**src/rtl/imem_load_arbiter_pkg.sv**
```systemverilog
// Shared types, defaults and address helpers for the instruction-memory
// boot loader / fetch arbiter.
package imem_pkg;

    typedef enum logic [1:0] {
        ST_LOAD  = 2'd0,
        ST_DRAIN = 2'd1,
        ST_RUN   = 2'd2
    } state_e;

    localparam logic [31:0] IMEM_NOP        = 32'h0000_0013;  // addi x0,x0,0
    localparam int          IMEM_DEPTH      = 128;
    localparam int          IMEM_STARVE_MAX = 8;

    // Word index of a byte address; callers size-cast to their index width.
    function automatic logic [31:0] word_idx(input logic [31:0] addr);
        return addr >> 2;
    endfunction

    function automatic logic addr_valid(input logic [31:0] addr, input int unsigned depth);
        return (addr[1:0] == 2'b00) && (addr < (32'(depth) << 2));
    endfunction

endpackage

```
**src/rtl/imem_load_arbiter_if.sv**
```systemverilog
// Loader, fetch, memory and status signals of the instruction-memory arbiter.
interface imem_load_arbiter_if #(
    parameter int DEPTH_WORDS = 128
) ();
    localparam int AW = $clog2(DEPTH_WORDS);

    logic          ld_valid;
    logic          ld_ready;
    logic [31:0]   ld_addr;
    logic [31:0]   ld_data;
    logic          ld_last;
    logic          fetch_req;
    logic [31:0]   fetch_addr;
    logic          fetch_gnt;
    logic [31:0]   fetch_data;
    logic          mem_we;
    logic [AW-1:0] mem_addr;
    logic [31:0]   mem_wdata;
    logic [31:0]   mem_rdata;
    logic          core_hold;
    logic          load_done;
    logic [15:0]   words_loaded;
    logic          err_addr;

    modport slave (
        input  ld_valid, ld_addr, ld_data, ld_last, fetch_req, fetch_addr, mem_rdata,
        output ld_ready, fetch_gnt, fetch_data, mem_we, mem_addr, mem_wdata,
               core_hold, load_done, words_loaded, err_addr
    );

    modport master (
        output ld_valid, ld_addr, ld_data, ld_last, fetch_req, fetch_addr, mem_rdata,
        input  ld_ready, fetch_gnt, fetch_data, mem_we, mem_addr, mem_wdata,
               core_hold, load_done, words_loaded, err_addr
    );

endinterface

```
**src/rtl/imem_load_arbiter_starve_ctr.sv**
```systemverilog
// Counts consecutive cycles a pending patch write is refused; once it reaches
// STARVE_MAX the loader is forced ahead of fetch.
module imem_starve_ctr
    import imem_pkg::*;
#(
    parameter int STARVE_MAX = IMEM_STARVE_MAX
) (
    input  logic clk,
    input  logic rst,
    input  logic ld_valid_i,
    input  logic ld_ready_i,
    output logic force_o
);
    localparam int            CW      = $clog2(STARVE_MAX + 1);
    localparam logic [CW-1:0] CNT_MAX = CW'(STARVE_MAX);

    logic [CW-1:0] cnt_q;
    logic [CW-1:0] cnt_d;

    // NOTE: every always_comb output gets a default first so no path leaves it unassigned (no latch).
    always_comb begin
        cnt_d = cnt_q;
        if (!ld_valid_i || ld_ready_i) begin
            cnt_d = '0;
        end else if (cnt_q != CNT_MAX) begin
            cnt_d = cnt_q + 1'b1;
        end
    end

    // NOTE: sequential state uses <= so all flops sample pre-edge values together.
    always_ff @(posedge clk or posedge rst) begin
        if (rst) begin
            cnt_q <= '0;
        end else begin
            cnt_q <= cnt_d;
        end
    end

    assign force_o = ld_valid_i && (cnt_q == CNT_MAX);

endmodule

```
**src/rtl/imem_load_arbiter.sv**
```systemverilog
// Boot-image loader and fetch/patch arbiter for the single-port instruction
// memory; the core is held until the image is in.
module imem_load_arbiter
    import imem_pkg::*;
#(
    parameter int          DEPTH_WORDS = IMEM_DEPTH,
    parameter int          STARVE_MAX  = IMEM_STARVE_MAX,
    parameter logic [31:0] NOP_WORD    = IMEM_NOP
) (
    input logic                clk,
    input logic                rst,
    imem_load_arbiter_if.slave bus
);
    localparam int AW = $clog2(DEPTH_WORDS);

    state_e        state_q;
    logic [15:0]   words_q;
    logic          err_q;
    logic          load_done_q;

    logic          ld_ok;
    logic          fetch_ok;
    logic [AW-1:0] ld_idx;
    logic [AW-1:0] fetch_idx;
    logic          force_ld;
    logic          ld_take;
    logic          fetch_take;

    assign ld_ok     = addr_valid(bus.ld_addr, DEPTH_WORDS);
    assign fetch_ok  = addr_valid(bus.fetch_addr, DEPTH_WORDS);
    assign ld_idx    = AW'(word_idx(bus.ld_addr));
    assign fetch_idx = AW'(word_idx(bus.fetch_addr));

    imem_starve_ctr #(
        .STARVE_MAX(STARVE_MAX)
    ) u_starve (
        .clk       (clk),
        .rst       (rst),
        .ld_valid_i(bus.ld_valid),
        .ld_ready_i(bus.ld_ready),
        .force_o   (force_ld)
    );

    always_comb begin
        ld_take        = 1'b0;
        fetch_take     = 1'b0;
        bus.ld_ready   = 1'b0;
        bus.fetch_gnt  = 1'b0;
        bus.fetch_data = NOP_WORD;
        bus.mem_we     = 1'b0;
        bus.mem_addr   = '0;
        bus.mem_wdata  = '0;
        bus.core_hold  = 1'b1;
        unique case (state_q)
            ST_LOAD: begin
                bus.ld_ready = 1'b1;
                ld_take      = bus.ld_valid;
            end
            ST_RUN: begin
                bus.core_hold = 1'b0;
                if (bus.ld_valid && (!bus.fetch_req || force_ld)) begin
                    ld_take       = 1'b1;
                    bus.ld_ready  = 1'b1;
                    bus.core_hold = 1'b1;  // freeze the PC for the stolen cycle
                end else if (bus.fetch_req) begin
                    fetch_take    = 1'b1;
                    bus.fetch_gnt = 1'b1;
                    if (fetch_ok) begin
                        bus.mem_addr   = fetch_idx;
                        bus.fetch_data = bus.mem_rdata;
                    end
                end
            end
            default: ;
        endcase
        if (ld_take && ld_ok) begin
            bus.mem_we    = 1'b1;
            bus.mem_addr  = ld_idx;
            bus.mem_wdata = bus.ld_data;
        end
    end

    // NOTE: the memory array lives outside this block and keeps its contents across reset.
    always_ff @(posedge clk or posedge rst) begin
        if (rst) begin
            state_q     <= ST_LOAD;
            words_q     <= '0;
            err_q       <= 1'b0;
            load_done_q <= 1'b0;
        end else begin
            if ((ld_take && !ld_ok) || (fetch_take && !fetch_ok)) begin
                err_q <= 1'b1;
            end
            unique case (state_q)
                ST_LOAD: begin
                    if (ld_take) begin
                        if (words_q != 16'hFFFF) begin
                            words_q <= words_q + 16'd1;
                        end
                        if (bus.ld_last) begin
                            state_q <= ST_DRAIN;
                        end
                    end
                end
                ST_DRAIN: begin
                    state_q     <= ST_RUN;
                    load_done_q <= 1'b1;
                end
                default: ;
            endcase
        end
    end

    assign bus.words_loaded = words_q;
    assign bus.err_addr     = err_q;
    assign bus.load_done    = load_done_q;

endmodule

```
**src/flat_wrapper.sv**
```systemverilog
// flat-port wrapper written by rule: the top's interface ports become plain ports
module imem_load_arbiter_flat import imem_pkg::*;
#(
    parameter int          DEPTH_WORDS = IMEM_DEPTH,
    parameter int          STARVE_MAX  = IMEM_STARVE_MAX,
    parameter logic [31:0] NOP_WORD    = IMEM_NOP
)
  (clk, rst, bus_ld_valid, bus_ld_addr, bus_ld_data, bus_ld_last, bus_fetch_req, bus_fetch_addr, bus_mem_rdata, bus_ld_ready, bus_fetch_gnt, bus_fetch_data, bus_mem_we, bus_mem_addr, bus_mem_wdata, bus_core_hold, bus_load_done, bus_words_loaded, bus_err_addr);
  imem_load_arbiter_if #(.DEPTH_WORDS(DEPTH_WORDS)) bus_i ();
  input logic clk;
  input logic rst;
  input wire logic [$bits(bus_i.ld_valid)-1:0] bus_ld_valid;
  input wire logic [$bits(bus_i.ld_addr)-1:0] bus_ld_addr;
  input wire logic [$bits(bus_i.ld_data)-1:0] bus_ld_data;
  input wire logic [$bits(bus_i.ld_last)-1:0] bus_ld_last;
  input wire logic [$bits(bus_i.fetch_req)-1:0] bus_fetch_req;
  input wire logic [$bits(bus_i.fetch_addr)-1:0] bus_fetch_addr;
  input wire logic [$bits(bus_i.mem_rdata)-1:0] bus_mem_rdata;
  output wire logic [$bits(bus_i.ld_ready)-1:0] bus_ld_ready;
  output wire logic [$bits(bus_i.fetch_gnt)-1:0] bus_fetch_gnt;
  output wire logic [$bits(bus_i.fetch_data)-1:0] bus_fetch_data;
  output wire logic [$bits(bus_i.mem_we)-1:0] bus_mem_we;
  output wire logic [$bits(bus_i.mem_addr)-1:0] bus_mem_addr;
  output wire logic [$bits(bus_i.mem_wdata)-1:0] bus_mem_wdata;
  output wire logic [$bits(bus_i.core_hold)-1:0] bus_core_hold;
  output wire logic [$bits(bus_i.load_done)-1:0] bus_load_done;
  output wire logic [$bits(bus_i.words_loaded)-1:0] bus_words_loaded;
  output wire logic [$bits(bus_i.err_addr)-1:0] bus_err_addr;
  assign bus_i.ld_valid = bus_ld_valid;
  assign bus_i.ld_addr = bus_ld_addr;
  assign bus_i.ld_data = bus_ld_data;
  assign bus_i.ld_last = bus_ld_last;
  assign bus_i.fetch_req = bus_fetch_req;
  assign bus_i.fetch_addr = bus_fetch_addr;
  assign bus_i.mem_rdata = bus_mem_rdata;
  assign bus_ld_ready = bus_i.ld_ready;
  assign bus_fetch_gnt = bus_i.fetch_gnt;
  assign bus_fetch_data = bus_i.fetch_data;
  assign bus_mem_we = bus_i.mem_we;
  assign bus_mem_addr = bus_i.mem_addr;
  assign bus_mem_wdata = bus_i.mem_wdata;
  assign bus_core_hold = bus_i.core_hold;
  assign bus_load_done = bus_i.load_done;
  assign bus_words_loaded = bus_i.words_loaded;
  assign bus_err_addr = bus_i.err_addr;
  imem_load_arbiter #(.DEPTH_WORDS(DEPTH_WORDS), .STARVE_MAX(STARVE_MAX), .NOP_WORD(NOP_WORD)) u_core (.clk(clk), .rst(rst), .bus(bus_i));
endmodule
```
**config.mk**
```make
export PLATFORM = sky130hd
export DESIGN_NAME = imem_load_arbiter_flat
export DESIGN_NICKNAME = d
export VERILOG_FILES = /design/src/rtl/imem_load_arbiter_pkg.sv /design/src/rtl/imem_load_arbiter_if.sv /design/src/rtl/imem_load_arbiter_starve_ctr.sv /design/src/rtl/imem_load_arbiter.sv /design/src/flat_wrapper.sv
export SDC_FILE = /design/constraint.sdc
export NUM_CORES = 1
export LEC_CHECK = 0
export BUFFER_PORTS_ARGS = -buffer_cell sky130_fd_sc_hd__buf_2
export CAP_MARGIN = 20
export CORE_AREA = 4 4 85 87
export CTS_CLUSTER_DIAMETER = 120
export DETAILED_ROUTE_END_ITERATION = 10
export DIE_AREA = 0 0 89 91
export GPL_TIMING_DRIVEN = 0
export HOLD_SLACK_MARGIN = 0.02
export PLACE_DENSITY = 0.8
export SLEW_MARGIN = 5
export SYNTH_ARGS = -nofsm -noshare
export SYNTH_HDL_FRONTEND = slang
export SYNTH_SLANG_ARGS = --single-unit
```
**constraint.sdc**
```tcl
create_clock -name clk -period 4.1 [get_ports clk]
set_clock_uncertainty 0.05 [all_clocks]
set_input_delay 0.615 -clock clk [delete_from_list [all_inputs] [get_ports clk]]
set_output_delay 0.615 -clock clk [all_outputs]
set_load 0.02 [all_outputs]
```
==> flow_metrics.py <==
metrics = {
    "synthesis": {
        "yosys_warnings": 0,
        "ys.flop_type": "dfrtp_1",
        "synth_nets": 353,
        "netlist_instances": 217,
        "synthArstFlopShare_pct": 100,
        "ys_ff_latch": 24,
        "synth_area_leaders": "dfrtp_1 (31%), and2_1 (20%), xor2_1 (4.1%), nor4_1 (3.9%), buf_6 (3.5%)",
        "synth.distinct_cells": 40,
        "synth_area_um2": 1930,
        "synth_common_cells": "and2_1 (61), dfrtp_1 (24), nand2_1 (13), nor4_1 (12)",
        "synth_edf_count": 0,
        "synth_top_cell_area_share_pct": 31.1,
        "synth_area_leader_cell": "dfrtp_1",
        "yosysMostFrequentCell": "and2_1",
        "ys_seq_area_share_pct": 31.1,
        "syn_avg_cell_area_um2": 8.89,
    },
    "floorplanning": {
        "ioPinCount": 226,
        "die_w_um": 89,
        "dieArea_um2": 8100,
        "start_util_pct": 30.4,
        "core-area_um2": 6350,
        "die_y_um": 91,
        "rows": 29,
    },
    "setup_path": {
        "crit_arrival_ns": 2.40,
        "cpPeakStageDelay_ns": 0.46,
        "crit_path_top_delay_cell": "nor4_4",
        "cp-end-kind": "primary output",
        "cp_max_fo": 10,
        "cp_data_required_time_ns": 3.43,
        "cp_common_cell": "buf_2",
        "crit_type": "in -> out",
        "cp-start-kind": "input pin",
        "worstPathCellList": "buf_2, nor4_1, nand4_1, nor4_4, buf_6, and2_1, buf_2",
    },
    "layout": {
        "final_core_util_pct": 50.6,
        "area_delta_synth_final_pct": 66.5,
        "nets": 583,
        "drive_gt1_share_pct": 56.1,
    },
    "clocking": {
        "cts.clk_slew.worst_paths_ns": 0.08,
        "clock_path_buffers": 2,
        "post_cts.repair.setup_buffers": 0,
        "numCtsBuffers": 3,
        "htree_levels": 1,
        "clkLatencyLatePin_ns": 0.27,
        "cts.sinks": 24,
        "root_buffer": "clkbuf_8",
        "cts_resized": 0,
        "holdBufCountCts": 0,
        "cts_tree": "done",
    },
    "sta": {
        "hold_viol_final": 0,
        "rsz0062_at_grt": "no",
        "finalSetupViolCount": 0,
        "fmax_mhz": 326,
        "tns_ns": 0,
        "slew_headroom_pct": 38.5,
        "slew_viol_final": 0,
        "fin_crit_sh_pct": 74.8,
        "worst_pin_slew_ns": 0.921,
        "whs_ns": 0.415,
        "min_period_ns": 3.07,
    },
    "flow_run": {
        "drv_cap": 0,
    },
    "global_route": {
        "grt_pass1_vias": 2583,
        "grt_first_pass_wirelength_um": 15000,
        "gr-total-overflow": 0,
        "antenna_found_initial": 8,
        "grt_max_degree": 25,
        "track_usage_pct": 25.1,
    },
    "route": {
        "dr.pass1.iters": 4,
        "routed_wl_um": 10700,
        "avgRoutedWirePerCell_um": 20.4,
        "vias_per_cell": 4.83,
        "num_vias": 2538,
        "drc": 0,
        "final_antenna_net_count": 0,
        "drtIter0Drc": 124,
    },
    "outcome": {
        "status": "complete, no violations",
    },
    "hold_path": {
        "hp-class": "reg -> reg",
    },
    "power_and_ir_drop": {
        "ir_drop_v": 0.000140,
        "p_per_area_nw_per_um2": 153,
        "p_leak_nw": 1.93,
    },
    "place": {
        "portBuffers": 225,
        "dp_hpwl_um": 9330,
        "globalplace.congestion": 0.943,
    },
}
## worst paths after layout
path / start / to / slack [ns] / cells after the start
worst max-delay path: bus_ld_addr[31] / bus_mem_wdata[10] / 1.03 / 7
worst min-delay path: u_core.bus.load_done / u_core.bus.load_done / 0.41 / 1
worst max register to register: u_core.bus.words_loaded[0] / u_core.bus.words_loaded[1] / 2.18 / 5
worst min register to register: u_core.bus.load_done / u_core.bus.load_done / 0.41 / 1
max in group asynchronous: rst / u_core.u_starve.cnt_q[0] / 2.95 / 2
min in group asynchronous: rst / u_core.bus.words_loaded[10] / 0.48 / 2
## cells in the final DEF (no fill, tap or decap), types with 4 or more instances in the layout
cell type	count
a22o_1	7
nand2_1	13
and2_1	61
a21oi_1	5
xnor2_1	5
xor2_1	9
nor4_1	12
inv_1	7
nand3_1	5
buf_2	225
clkbuf_8	4
nor2_1	9
buf_6	6
nand4_1	8
dfrtp_1	24
## sequential cells by signal, indices dropped and copies added, names as in the netlist
signal,cells
u_core.bus.err_addr,1
u_core.state_q,2
u_core.bus.load_done,1
u_core.u_starve.cnt_q,4
u_core.bus.words_loaded,16
## final cells by class
type | count | area, µm²
diodes | 2 | 5.00
plain buffers | 11 | 97.6
clock buffers | 4 | 55.1
fillers | 619 | 3140
inverters | 7 | 26.3
multi-input cells | 175 | 1200
flip-flops and latches | 24 | 601
well taps | 77 | 96.3
repair buffers | 225 | 1130
## stage by stage
step	power [mW]	cell area (µm²)	cells	setup slack, ns
floorplan	0.263	1930	217	1.58
global placement	0.330	3150	519	1.04
detailed placement	0.331	3150	519	1.02
CTS	0.492	3210	523	1.01
global route	0.510	3210	525	0.918
finish	0.491	3210	525	1.03
## where the power goes
part	internal, mW	switching [mW]	leakage [nW]
combinational	0.0522	0.0355	1.58
sequential	0.238	0.00166	0.316
clock	0.0859	0.0777	0.0288
## worst max-delay path, delay by kind of cell
family        cells  cell delay (ns)
buf+inv           3             0.48
simple gates      4             1.29
## metal layers
metal,up-vias,wire length [µm],GRT usage [%]
met5,-,80,0
li1,1217,-,-
met4,12,48,2.23
met2,187,4040,33.3
met3,16,2270,19.7
met1,1106,4250,33.4
## kinds of logic (layout without fill, tap and decap cells)
family	count (synthesis)	in the layout	synth area share, %
and+or+nand+nor	129	129	42.0
AOI/OAI and AO/OA	26	26	9.99
DFF	24	24	31.1
buffers and inverters	18	247	6.42
xor gates and xnor gates	14	14	6.36
adders and majority gates	3	3	1.95
muxes	3	3	2.14
other	0	2	0
(Power assumes the default switching activity.)
